**config.mk**
```make
export PLATFORM = sky130hd
export DESIGN_NAME = store_queue
export DESIGN_NICKNAME = d
export VERILOG_FILES = /design/src/rtl/store_queue.sv
export SDC_FILE = /design/constraint.sdc
export NUM_CORES = 1
export LEC_CHECK = 0
export ABC_AREA = 0
export CORE_UTILIZATION = 63
export DETAILED_ROUTE_END_ITERATION = 6
export PLACE_DENSITY = 0.95
export REMOVE_ABC_BUFFERS = 1
export SYNTH_ARGS = -nofsm -noshare
export SYNTH_HDL_FRONTEND = slang
export SYNTH_SLANG_ARGS = --single-unit
```
**constraint.sdc**
```tcl
create_clock -name clock -period 32.5 [get_ports clock]
set_input_delay 4.875 -clock clock [delete_from_list [all_inputs] [get_ports clock]]
set_output_delay 4.875 -clock clock [all_outputs]
set_load 0.03 [all_outputs]
```
**src/rtl/store_queue.sv**
```systemverilog
// store_queue
//   Circular store queue sitting after ROB retire. Stores get entries in
//   program order at dispatch, receive address/data when they execute, are
//   marked committed as the ROB retires them, and drain one per cycle to the
//   memory port over a valid/ready handshake. A branch hazard squashes every
//   uncommitted entry while committed entries keep draining.
//
// Ports
//   clock, reset        clock and synchronous active-high reset
//   st_alloc_num        stores dispatched this cycle (0..N_WAY)
//   sq_free_num         min(free entries, N_WAY), from registered pointers
//   sq_alloc_idx        entry index for the i-th store dispatched this cycle,
//                       packed as sq_alloc_idx[i*IDX_W +: IDX_W]
//   ex_st_*             executed store writes addr/data/size into an entry
//   store_num_ret       stores retired by the ROB this cycle
//   branch_haz          mispredict flush from the ROB
//   mem_req_*           drain request (head entry) to the memory port
//   sq_empty            no entries allocated
module store_queue #(
  parameter int N_WAY    = 2,
  parameter int SQ_DEPTH = 8,
  parameter int XLEN     = 32
) (
  input  logic                                  clock,
  input  logic                                  reset,
  input  logic [$clog2(N_WAY):0]                st_alloc_num,
  output logic [$clog2(N_WAY):0]                sq_free_num,
  output logic [N_WAY*$clog2(SQ_DEPTH)-1:0]     sq_alloc_idx,
  input  logic                                  ex_st_valid,
  input  logic [$clog2(SQ_DEPTH)-1:0]           ex_st_idx,
  input  logic [XLEN-1:0]                       ex_st_addr,
  input  logic [XLEN-1:0]                       ex_st_data,
  input  logic [1:0]                            ex_st_size,
  input  logic [$clog2(N_WAY):0]                store_num_ret,
  input  logic                                  branch_haz,
  output logic                                  mem_req_valid,
  output logic [XLEN-1:0]                       mem_req_addr,
  output logic [XLEN-1:0]                       mem_req_data,
  output logic [1:0]                            mem_req_size,
  input  logic                                  mem_req_ready,
  output logic                                  sq_empty
);

  localparam int IDX_W = $clog2(SQ_DEPTH);
  localparam int CNT_W = $clog2(N_WAY) + 1;
  localparam int PTR_W = IDX_W + 1;

  // Pointers carry an extra wrap bit so full (count==SQ_DEPTH) and empty
  // (count==0) are distinguishable.
  logic [PTR_W-1:0]    head_q, head_d;
  logic [PTR_W-1:0]    commit_q, commit_d;
  logic [PTR_W-1:0]    tail_q, tail_d;
  logic [SQ_DEPTH-1:0] valid_q, ready_q;
  logic [XLEN-1:0]     addr_q [SQ_DEPTH];
  logic [XLEN-1:0]     data_q [SQ_DEPTH];
  logic [1:0]          size_q [SQ_DEPTH];

  logic [PTR_W-1:0]    count;
  logic [PTR_W-1:0]    free_cnt;
  logic [PTR_W-1:0]    spec_len;
  logic [IDX_W-1:0]    head_idx;
  logic                drain_fire;
  logic                ex_hit;
  logic [SQ_DEPTH-1:0] alloc_mask;
  logic [SQ_DEPTH-1:0] squash_mask;

  assign head_idx = head_q[IDX_W-1:0];
  assign count    = tail_q - head_q;
  assign free_cnt = PTR_W'(SQ_DEPTH) - count;

  // Dispatch-facing status depends only on registered pointers; entries freed
  // by this cycle's drain become visible next cycle.
  assign sq_free_num = (free_cnt > PTR_W'(N_WAY)) ? CNT_W'(N_WAY) : CNT_W'(free_cnt);
  assign sq_empty    = (head_q == tail_q);

  assign mem_req_valid = (head_q != commit_q);
  assign mem_req_addr  = addr_q[head_idx];
  assign mem_req_data  = data_q[head_idx];
  assign mem_req_size  = size_q[head_idx];
  assign drain_fire    = mem_req_valid & mem_req_ready;

  // Drain, retire and alloc move independent pointers. On a flush the retire
  // count is applied first and the tail collapses onto the new commit point.
  assign head_d   = head_q + PTR_W'(drain_fire);
  assign commit_d = commit_q + PTR_W'(store_num_ret);
  assign tail_d   = branch_haz ? commit_d : (tail_q + PTR_W'(st_alloc_num));
  assign spec_len = tail_q - commit_d;

  always_comb begin
    sq_alloc_idx = '0;
    alloc_mask   = '0;
    squash_mask  = '0;
    for (int i = 0; i < N_WAY; i++) begin
      sq_alloc_idx[i*IDX_W +: IDX_W] = tail_q[IDX_W-1:0] + IDX_W'(i);
      if (!branch_haz && (CNT_W'(i) < st_alloc_num))
        alloc_mask[tail_q[IDX_W-1:0] + IDX_W'(i)] = 1'b1;
    end
    // An entry is squashed when its distance from the post-retire commit
    // pointer falls inside the speculative region [commit_d, tail_q).
    for (int i = 0; i < SQ_DEPTH; i++) begin
      if (branch_haz && ({1'b0, IDX_W'(i) - commit_d[IDX_W-1:0]} < spec_len))
        squash_mask[i] = 1'b1;
    end
  end

  // Writes to unallocated or just-squashed entries are dropped.
  assign ex_hit = ex_st_valid && valid_q[ex_st_idx] && !squash_mask[ex_st_idx];

  always_ff @(posedge clock) begin
    if (reset) begin
      head_q   <= '0;
      commit_q <= '0;
      tail_q   <= '0;
      valid_q  <= '0;
      ready_q  <= '0;
    end else begin
      head_q   <= head_d;
      commit_q <= commit_d;
      tail_q   <= tail_d;
      for (int i = 0; i < SQ_DEPTH; i++) begin
        if (squash_mask[i] || (drain_fire && (head_idx == IDX_W'(i)))) begin
          valid_q[i] <= 1'b0;
          ready_q[i] <= 1'b0;
        end else if (alloc_mask[i]) begin
          valid_q[i] <= 1'b1;
          ready_q[i] <= 1'b0;
        end else if (ex_hit && (ex_st_idx == IDX_W'(i))) begin
          ready_q[i] <= 1'b1;
        end
      end
    end
  end

  // Payload storage carries no reset; it is only observed once written.
  always_ff @(posedge clock) begin
    if (ex_hit) begin
      addr_q[ex_st_idx] <= ex_st_addr;
      data_q[ex_st_idx] <= ex_st_data;
      size_q[ex_st_idx] <= ex_st_size;
    end
  end

  // Dispatch must never request more entries than advertised (alloc is
  // ignored during a flush).
  a_alloc_legal: assert property (@(posedge clock) disable iff (reset)
    (!branch_haz) |-> (st_alloc_num <= sq_free_num));

endmodule

```
### Word level (Yosys, flattened, before mapping)

Memories as Yosys holds them, arrays and structs flattened. A register that Yosys moved wholly into a read port is not among the register bits.
Cells that the tools add are included.

* flip-flop bits (word level): 20
* memory bits (writable): 528
* input port bits: 78
* output and inout port bits: 76
* memories: 3

* add/subtract/negate cells: 15
* magnitude comparators: 16
* equality and inequality tests: 9
* multiplexer cells: 25
* bitwise operators: 2
* reduce and logical (&&, ||, !) cells: 41

Memory list
* addr_q: depth 8, width 32, rd ports 1, clocked after Yosys merged registers in 1, wr ports 1, RTL line 54 `logic [XLEN-1:0] addr_q [SQ_DEPTH];`
* data_q: depth 8, width 32, rd ports 1, clocked after Yosys merged registers in 1, wr ports 1, RTL line 55 `logic [XLEN-1:0] data_q [SQ_DEPTH];`
* size_q: depth 8, width 2, rd ports 1, clocked after Yosys merged registers in 1, wr ports 1, RTL line 56 `logic [1:0] size_q [SQ_DEPTH];`

Operator list (count)
* $lt 3x4->1: 8
* $logic_and 1x1->1: 22
* $mux 8: 2
* $reduce_or 2->1: 8
* $mux 1: 14
* $eq 3x3->1 const B: 4
* $lt 3x4->1 const B: 3
* $sub 3x3->3 const A: 4
* $mux 3: 3
* $add 4x2->4: 2
* $logic_or 1x1->1: 8
* $or 8x8->8: 1
* $sub 4x4->4: 2
* $bmux 1 s3: 2
* $demux 1 s3: 2
* $eq 3x2->1 const B: 2
* $ge 3x1->1 const B: 2
* $sub 1x3->3 const A: 2
* $sub 2x3->3 const A: 2
* $add 4x1->4: 1
* $eq 4x4->1: 1
* $gt 4x2->1 const B: 1
* $lt 1x2->1 const A: 2
* $mux 4: 1
* other kinds (8): 9

### Logic depth before layout (Yosys ltp)

Gate-level depths: netlist of the first run.

* depth in word-level cells: 11
* depth in mapped cells: 13

### Worst setup path after synthesis of the first run

OpenSTA, ideal clock, no wires.

* path kind: input-to-reg
* start point: input port store_num_ret[0]
* end point: memory addr_q[5][0], enable pin
* arrival time: 14.725 ns
* path slack: 17.099 ns
* stages: 12
* buffers on the path: 0
* cells stage by stage: ha_1 > fa_1 > fa_1 > xnor2_1 > xnor2_1 > ha_1 > mux2_2 > o2111ai_1 > nand2_1 > a21oi_1 > nand2_1 > nor4b_1

* word-level cells in the longest chain between the ends: 11
* elaborated cells on any way between the ends: 40
* classes of those cells: add/sub: 10; order compare: 8; mux: 12; reduce/logical: 10

Ends and longest elaborated chain
* start, declared: RTL line 34 `input logic [$clog2(N_WAY):0] store_num_ret,`
* $add 4x2->4 *: RTL line 85 `assign commit_d = commit_q + PTR_W'(store_num_ret);`
* named net commit_d[1]: RTL line 51 `logic [PTR_W-1:0] commit_q, commit_d;`
* $sub 4x4->4, or another cell as far along: RTL line 87 `assign spec_len = tail_q - commit_d;`
* $lt 3x4->1: RTL line 101 `if (branch_haz && ({1'b0, IDX_W'(i) - commit_d[IDX_W-1:0]} < spec_len))`
* $logic_and 1x1->1: RTL line 101
* $mux 1: RTL line 101
* $bmux 1 s3 *: RTL line 107 `assign ex_hit = ex_st_valid && valid_q[ex_st_idx] && !squash_mask[ex_st_idx];`
* $mux 1 (not written as such) *: RTL line 107
* $logic_not 1->1 *: RTL line 107
* $logic_and 1x1->1 *: RTL line 107
* $mux 1 *: RTL line 136 `if (ex_hit) begin`
* $mux 1 (not written as such) *: RTL line 137 `addr_q[ex_st_idx] <= ex_st_addr;`
* end, declared: RTL line 54

Mark *: on every way through the listed nets, which the timed path passes. The rest lies on a longest branch. The select of a mux whose other input is x is not followed.

### Worst setup path after layout of the first run

* start point: input port store_num_ret[0]
* end point: memory addr_q[5][11], enable pin

Same word-level chain as after synthesis.

==> out/qor.csv, run 1 <==
metric;value;unit
RSZ-0062 raised after global routing;no;
number of setup buffers added after CTS;0;
total global routing overflow;0;
post-route cell area;25400;um^2
I/O pin total;154;
GRT Total Usage;29.5;%
fmax;98.9;MHz
Longest Clk Path Bufs;3;
flop2flop setup slack;26820;ps
initial antenna violation count;6;
Avg Cell Area, Syn;21.7;um^2
share of the synthesized area in the top cell type;73.1;%
Arr. time, crit path;10300;ps
die width;188;um
total CTS buffers;51;
Final Worst Setup Slack;22390;ps
fraction of registers with async set/reset;0;%
H-tree depth;2;
synth warn;0;
CTS resizes;0;
Synth cell types;51;
CP startpoint;store_num_ret[0];
worst-path fanout max;49;
layout net count;1275;
most frequent cells after synthesis;528 x edfxtp_1, 132 x mux4_2, 68 x mux2_2;
Peak VDD IR;0.0536;mV
Tmin final;10110;ps
first-pass GRT wire length;74.7;mm
initial DRC count;1167;
Die H;188;um
routed wire length;50.8;mm
worst path cell trace;clkdlybuf4s50_1, ha_1, fa_1, fa_1, xnor2_1, xnor2_1, ha_1, mux2_2, o2111ai_1, nand2_1, a21oi_1, nand2_1, nor4b_2, buf_4;
leakage;7.99;nW
RePlAce Congestion;0.884;
# port buffers;153;
endpoints failing hold;0;
CP startpoint kind;input pin;
vias in the first global route;11400;
synthesized flop and latch total;548;
CTS sink cnt;548;
clock skew;14.1;ps
top-count cell post-synth;edfxtp_1;
Final Max Slew Viols;0;
wire per inst;30.6;um
critical path depth;14;
Setup TNS;0;ps
Hold Startpoint;valid_q[4];
fillers;1708;
placed cell area;23700;um^2
Synth Instances;1000;
period utilisation layout;31.1;%
via count;11000;
worst-case hold slack;536;ps
DRC viols;0;
Initial Util;64.4;%
core area;33700;um^2
Least-Margin Pin Slew;1170;ps
critical path class;input pin to register;
root buf cell;clkbuf_16;
Max stage delay on crit path;730;ps
Max Cap Viol;0;
layout cells sized above 1;25.7;%
status;finished, final reports clean;
Slew HR;22.0;%
Synth Flop Type;edfxtp_1;
hold path depth;2;
largest net degree at the start of global routing;78;
Hold Crit Class;register to register;
PD cells;69.6;nW/um^2
CTS tree;done;
Crit path required time;32680;ps
antenna viol nets, final;0;
Crit Reg-Reg Startpoint;commit_q[0];
Worst path top cell family by delay;adder cells;
clk_lat worst skew;570;ps
vias per cell;6.65;
drt pass-1 iters;5;
Reg2Reg Depth;13;
Crit. End Element;register;
Post-synth EDFFs;528;
synthesized cell area;21700;um^2
die footprint;35200;um^2
largest cells by area after synthesis;edfxtp_1 73%, mux4_2 14%, mux2_2 3.5%, dfxtp_1 1.8%, ha_1 1.4%;
Place WS;22070;ps
clock-pin slew of the registers on the worst-case setup and hold paths;60;ps
Crit-path slowest cell;buf_4;
largest area contributor in the netlist;edfxtp_1;
Critical path buffers and inverters;2;
Overall Power;1.77;mW
# hold bufs at CTS;0;
Layout area overhead;17.2;%
FP Rows;67;
register area share after synthesis;75.0;%
detailed placer's ending HPWL;26.3;mm
Setup-failing EPs final;0;
## state kept, by name, indices dropped and copies added, names as in the netlist
| register | flops |
|---|---|
| addr_q | 256 |
| data_q | 256 |
| size_q | 16 |
| valid_q | 8 |
| commit_q | 4 |
| head_q | 4 |
| tail_q | 4 |
## logic make-up (layout without fill, tap and decap cells)
logic type      after synthesis  count (layout)  share of synthesized area [%]
compound gates               41              41                           1.45
xor+xnor                     19              19                          0.854
fa+ha+maj                    29              29                           1.85
buf+inv                      72             281                           1.40
flops                       548             548                           75.0
mux                         206             206                           17.5
other cells                   0               5                              0
simple gates                 85              85                           1.98
## cell type report
| type | instances | area, um^2 | area share (%) |
|---|---|---|---|
| timing repair buffer | 166 | 1630 | 6.41 |
| clock inverter | 35 | 377 | 1.48 |
| inverter | 21 | 78.8 | 0.310 |
| clock buffer | 59 | 1330 | 5.22 |
| multi-input combinational | 380 | 5170 | 20.3 |
| sequential | 548 | 16300 | 64.0 |
| tap | 448 | 561 | 2.20 |
| antenna | 5 | 12.5 | 0.0492 |
## cell usage in the layout, fill, tap and decap left out, types with 6 or more instances in the layout
cell	n
dfxtp_1	17
a21oi_1	8
buf_4	13
clkdlybuf4s50_1	153
inv_1	21
bufinv_16	7
mux2i_1	6
clkinv_2	13
ha_1	24
nand2b_1	6
clkbuf_16	52
nor3_1	10
nand2_1	13
edfxtp_1	528
nor2_1	26
mux4_2	132
nand3_1	7
xnor2_1	14
mux2_2	68
clkinv_1	7
clkbuf_1	7
## power breakdown
group | internal, mW | leakage, nW | switching (mW)
Sequential | 0.778 | 4.91 | 0.0198
Clock | 0.351 | 0.840 | 0.265
Combinational | 0.171 | 2.24 | 0.184
## routing by layer
| metal | vias up | GRT usage (%) | routed length [um] |
|---|---|---|---|
| met5 | - | 0 | 13 |
| met4 | 2 | 12.4 | 2010 |
| met3 | 123 | 5.88 | 4650 |
| met2 | 766 | 48.5 | 26000 |
| li1 | 4502 | - | - |
| met1 | 5651 | 39.0 | 18100 |
## worst register-to-register path, cell delays in order, from the launching register on
cell and delay, ps:
dfxtp_1 330, ha_1 220, fa_1 600, fa_1 520, xnor2_1 160, xnor2_1 680, ha_1 390, mux2_2 280
o2111ai_1 170, nand2_1 80, a21oi_1 260, nand2_1 340, nor4b_2 510, buf_4 730
## path summary, 6_finish.rpt
path,endpoint
max,addr_q[5][11]
min,valid_q[4]
max reg2reg,addr_q[5][11]
min reg2reg,valid_q[4]
## through the flow
step / instances / util [%]
after floorplan: 949 / -
after global placement: 1563 / 70.4
after detailed placement: 1563 / 70.4
after CTS: 1657 / 75.4
after global routing: 1660 / 75.4
final: 1662 / 75.4
(Power assumes the default switching activity.)
==> run 2: changes to the inputs <==
CORE_UTILIZATION = 58   (was 63)
PLACE_DENSITY = 0.91   (was 0.95)
clock period = 10.57 ns   (was 32.5 ns; I/O delays follow)
==> run 2 against run 1 <==
Register-to-register slack got worse by 22000 ps; global-route usage fell by 3.5 points; final cell count rose by 1.3%; utilization is 6.1 points lower.
==> out/qor.csv, run 2 (synthesis gave the netlist of run 1 again) <==
metric;value;unit
layout net count;1276;
Final Worst Setup Slack;3900;ps
CTS sink cnt;548;
Overall Power;5.37;mW
detailed placer's ending HPWL;25.5;mm
post-route cell area;25500;um^2
commonest non-fill, non-tap cells in the layout;528 x edfxtp_1, 153 x clkdlybuf4s50_1, 132 x mux4_2;
status;finished, final reports clean;
DRC viols;0;
via count;10600;
endpoints failing hold;0;
Layout area overhead;17.4;%
Setup TNS;0;ps
flop2flop setup slack;5030;ps
largest net degree at the start of global routing;111;
clock-pin slew of the registers on the worst-case setup and hold paths;60;ps
Tmin final;6670;ps
RSZ-0062 raised after global routing;no;
Core Util, Final;69.4;%
Least-Margin Pin Slew;1160;ps
clk_lat worst skew;610;ps
vias in the first global route;11100;
Crit-path slowest cell;buf_4;
Slew HR;23.0;%
end of the worst register-to-register path;data_q[6][27];
Crit. End Element;register;
# port buffers;153;
Hold Startpoint;valid_q[4];
clock skew;42.0;ps
layout cells sized above 1;25.0;%
FP Rows;70;
Final Max Slew Viols;0;
leakage;7.97;nW
vias per cell;6.32;
CTS tree;done;
drt pass-1 iters;5;
FF+latch area;16300;um^2
CTS resizes;0;
root buf cell;clkbuf_16;
number of setup buffers added after CTS;0;
initial antenna violation count;7;
H-tree depth;2;
total CTS buffers;52;
critical path class;input pin to register;
antenna viol nets, final;0;
die footprint;38200;um^2
Worst path top cell family by delay;adder cells;
Max Cap Viol;0;
Initial Util;59.1;%
Setup-failing EPs final;0;
Arr. time, crit path;6870;ps
GRT Total Usage;26.0;%
Crit path required time;10770;ps
placed cell area;23700;um^2
Hold Crit Class;register to register;
Max stage delay on crit path;900;ps
initial DRC count;993;
Critical path buffers and inverters;2;
total global routing overflow;0;
RePlAce Congestion;0.826;
hold path depth;2;
Peak VDD IR;0.157;mV
Die H;195;um
fmax;150;MHz
# hold bufs at CTS;0;
CP startpoint kind;input pin;
Longest Clk Path Bufs;3;
leading cell type in the layout, fill and taps excluded;edfxtp_1;
Reg2Reg Depth;13;
hold path endpoint;valid_q[4];
wire per inst;28.8;um
Place WS;3370;ps
routed wire length;48.5;mm
I/O pin total;154;
core area;36700;um^2
worst path cell trace;clkdlybuf4s50_1, ha_1, fa_1, fa_1, xnor2_1, xnor2_1, ha_1, mux2_2, o2111ai_1, nand2_1, a21oi_1, nand2_1, nor4_2, buf_4;
worst-path fanout max;66;
die width;195;um
period utilisation layout;63.1;%
PD cells;211;nW/um^2
fillers;2126;
Crit Reg-Reg Startpoint;commit_q[0];
area of the multi-input gates;5170;um^2
first-pass GRT wire length;71.3;mm
Regs by FF count;addr_q (256), data_q (256), size_q (16);
## run 2: changes by cell type in the layout (fill, tap and decap cells not counted)
cell	change
clkinv_4	+1
clkinv_8	-1
clkbuf_16	+1
buf_4	-1
clkinvlp_4	+1
clkinv_2	-6
inv_6	-5
clkbuf_1	+3
clkinv_1	+7
bufinv_16	-2
buf_12	+1
clkinv_16	+2
## run 2: worst max path at each step
| stage | from | to | slack [ps] | depth (start not counted) |
|---|---|---|---|---|
| after floorplan | store_num_ret[0] | addr_q[5][0] | -1550 | 12 |
| after global placement | store_num_ret[0] | data_q[6][23] | 3600 | 14 |
| after detailed placement | store_num_ret[0] | addr_q[2][18] | 3370 | 14 |
| after CTS | store_num_ret[0] | addr_q[6][5] | 3940 | 14 |
| after global routing | store_num_ret[0] | data_q[6][6] | 3640 | 14 |
| final | store_num_ret[0] | data_q[6][27] | 3900 | 14 |
## run 2: final cells by class
class,count,area share (%)
Antenna cell,5,0.0492
Inverter,21,0.310
Timing Repair Buffer,166,6.45
Clock buffer,63,5.36
Tap cell,468,2.30
Multi-Input combinational cell,380,20.3
Clock inverter,32,1.29
Sequential cell,548,63.9
## run 2: per-layer routing
layer	vias to the layer above	wire, um	global-route usage [%]
li1	4485	-	-
met4	6	1790	10.8
met3	114	3490	5.51
met1	5483	18000	33.2
met5	-	43	0
met2	542	25200	43.6
## run 2: worst min-delay path: stages (launching register included)
cell and delay (ps):
dfxtp_1 310, nor2_1 110, nor3_1 60
## run 2: power by group
| part | internal (mW) | switching (mW) | total [mW] |
|---|---|---|---|
| registers | 2.39 | 0.0339 | 2.43 |
| clock network | 1.05 | 0.797 | 1.84 |
| logic | 0.528 | 0.579 | 1.11 |
## run 2: per-stage QoR
stage,hold slack (ps),cells
floorplan,477,949
global placement,496,1583
detailed placement,508,1583
CTS,512,1678
global route,537,1682
finish,518,1683
==> run 3: changes to the inputs <==
CORE_UTILIZATION = 53   (was 58)
PLACE_DENSITY = 0.88   (was 0.91)
clock period = 5.75 ns   (was 10.57 ns; I/O delays follow)
==> run 3 against run 2 <==
Register-to-register slack got worse by 4000 ps; cell area increased by 1.3%; largest power group unchanged; utilization shrank 4.9 points; clock power up 77%; power grew 82%; critical endpoint is now data_q[5][14]; die area is 9.3% higher; final cell count increased by 4.2%; flip-flop and latch count did not move; via count is essentially flat; hold slack better by 1.8 ps; highest routed layer unchanged.
==> out/qor.csv, run 3 (synthesis gave the netlist of run 1 again) <==
metric;value;unit
status;finished, final reports clean;
first-pass GRT wire length;71.2;mm
Final Max Slew Viols;0;
RSZ-0062 raised after global routing;no;
Hold Startpoint;valid_q[4];
sw power;2.57;mW
Crit. End Element;register;
Finished Layout Cells;1754;
placed cells;1658;
antenna viol nets, final;0;
leading cell type in the layout, fill and taps excluded;edfxtp_1;
initial antenna violation count;7;
RePlAce Congestion;0.882;
Comb power frac;21.2;%
core area;40000;um^2
total CTS buffers;51;
Clk pwr share;33.3;%
# hold bufs at CTS;0;
clk_lat worst skew;590;ps
largest net degree at the start of global routing;87;
Initial Util;54.2;%
Die H;204;um
Crit path required time;5980;ps
Reg2Reg Depth;13;
layout cells sized above 1;26.0;%
Net Sw Frac;26.3;%
Longest Clk Path Bufs;3;
post-route cell area;25800;um^2
leakage;8.07;nW
detailed placer's ending HPWL;27.5;mm
via count;10600;
GRT Total Usage;23.4;%
Setup-failing EPs final;0;
placed cell area;24200;um^2
root buf cell;clkbuf_16;
CP startpoint kind;input pin;
critical path class;input pin to register;
fillers;2538;
vias in the first global route;11300;
worst-path fanout max;50;
vias per cell;6.06;
CTS sink cnt;548;
initial DRC count;1144;
Max Cap Viol;0;
period utilisation layout;88.5;%
end of the worst register-to-register path;data_q[5][14];
worst-case hold slack;520;ps
total global routing overflow;0;
FP Rows;73;
Place WS;217;ps
die width;204;um
Layout area overhead;18.9;%
routed wire length;47.1;mm
CTS resizes;0;
Overall Power;9.77;mW
hold path depth;2;
Peak VDD IR;0.277;mV
FF+latch area;16300;um^2
internal power;7.21;mW
drt pass-1 iters;5;
H-tree depth;2;
die footprint;41700;um^2
wire per inst;26.8;um
Setup TNS;0;ps
fmax;196;MHz
Core Util, Final;64.4;%
Arr. time, crit path;5320;ps
clock skew;20.8;ps
clock-pin slew of the registers on the worst-case setup and hold paths;60;ps
commonest non-fill, non-tap cells in the layout;528 x edfxtp_1, 153 x clkdlybuf4s50_1, 132 x mux4_2;
endpoints failing hold;0;
Seq pwr share;45.4;%
CTS tree;done;
Regs by FF count;addr_q (256), data_q (256), size_q (16);
# port buffers;153;
number of setup buffers added after CTS;0;
Slew HR;23.9;%
I/O pin total;154;
flop2flop setup slack;1070;ps
DRC viols;0;
Final Worst Setup Slack;660;ps
hold path endpoint;valid_q[4];
Crit Reg-Reg Startpoint;commit_q[0];
PD cells;379;nW/um^2
Tmin final;5090;ps
Least-Margin Pin Slew;1140;ps
area of the multi-input gates;5170;um^2
layout net count;1293;
Hold Crit Class;register to register;
[run 3: cell count changes in the layout (fill, tap and decap cells not counted), sizes merged]
| cell | change |
|---|---|
| buf | +18 |
| clkinv | -5 |
| inv | +4 |
| diode | -3 |
| bufinv | -1 |
| clkbuf | +1 |
[run 3: critical path, stage by stage]
cell	delay, ps
clkdlybuf4s50_1	420
ha_1	240
fa_1	500
fa_1	500
xnor2_1	180
xnor2_1	290
ha_1	320
mux2_2	280
o2111ai_1	210
nand2_1	80
a21oi_1	270
nand2_1	290
nor4b_2	480
buf_12	370
[run 3: cell type report]
cell class	instances	area share (%)
sequential	548	63.1
timing repair buffer	184	7.72
clock inverter	30	1.11
multi-input combinational	380	20.1
inverter	21	0.306
tap	525	2.55
antenna	2	0.0194
clock buffer	64	5.14
[run 3: worst max path at each step]
stage                      from            end  slack (ps)
5_1_grt        store_num_ret[0]  addr_q[5][27]         500
3_3_place_gp   store_num_ret[0]   addr_q[5][8]         330
4_1_cts        store_num_ret[0]  addr_q[5][27]         730
2_1_floorplan  store_num_ret[0]   addr_q[5][0]       -5650
3_5_place_dp   store_num_ret[0]  addr_q[5][18]         220
6_report       store_num_ret[0]  data_q[5][14]         660
[run 3: metal layers]
metal  GRT usage (%)  vias to the layer above  part of all wire (%)
met1            31.0                     5520                    39
met2            38.9                      480                    51
li1                -                     4525                     -
met4            7.84                        8                   2.6
met5               0                        -                 0.098
met3            4.67                       88                   6.8
[run 3: power groups by stage]
stage	Clock (mW)	Sequential (mW)	Combinational [mW]
after global routing	3.46	4.44	2.22
after detailed placement	0	4.53	2.06
after CTS	3.31	4.44	2.09
after global placement	0	4.52	2.03
final	3.26	4.44	2.07
after floorplan	0	4.69	1.38
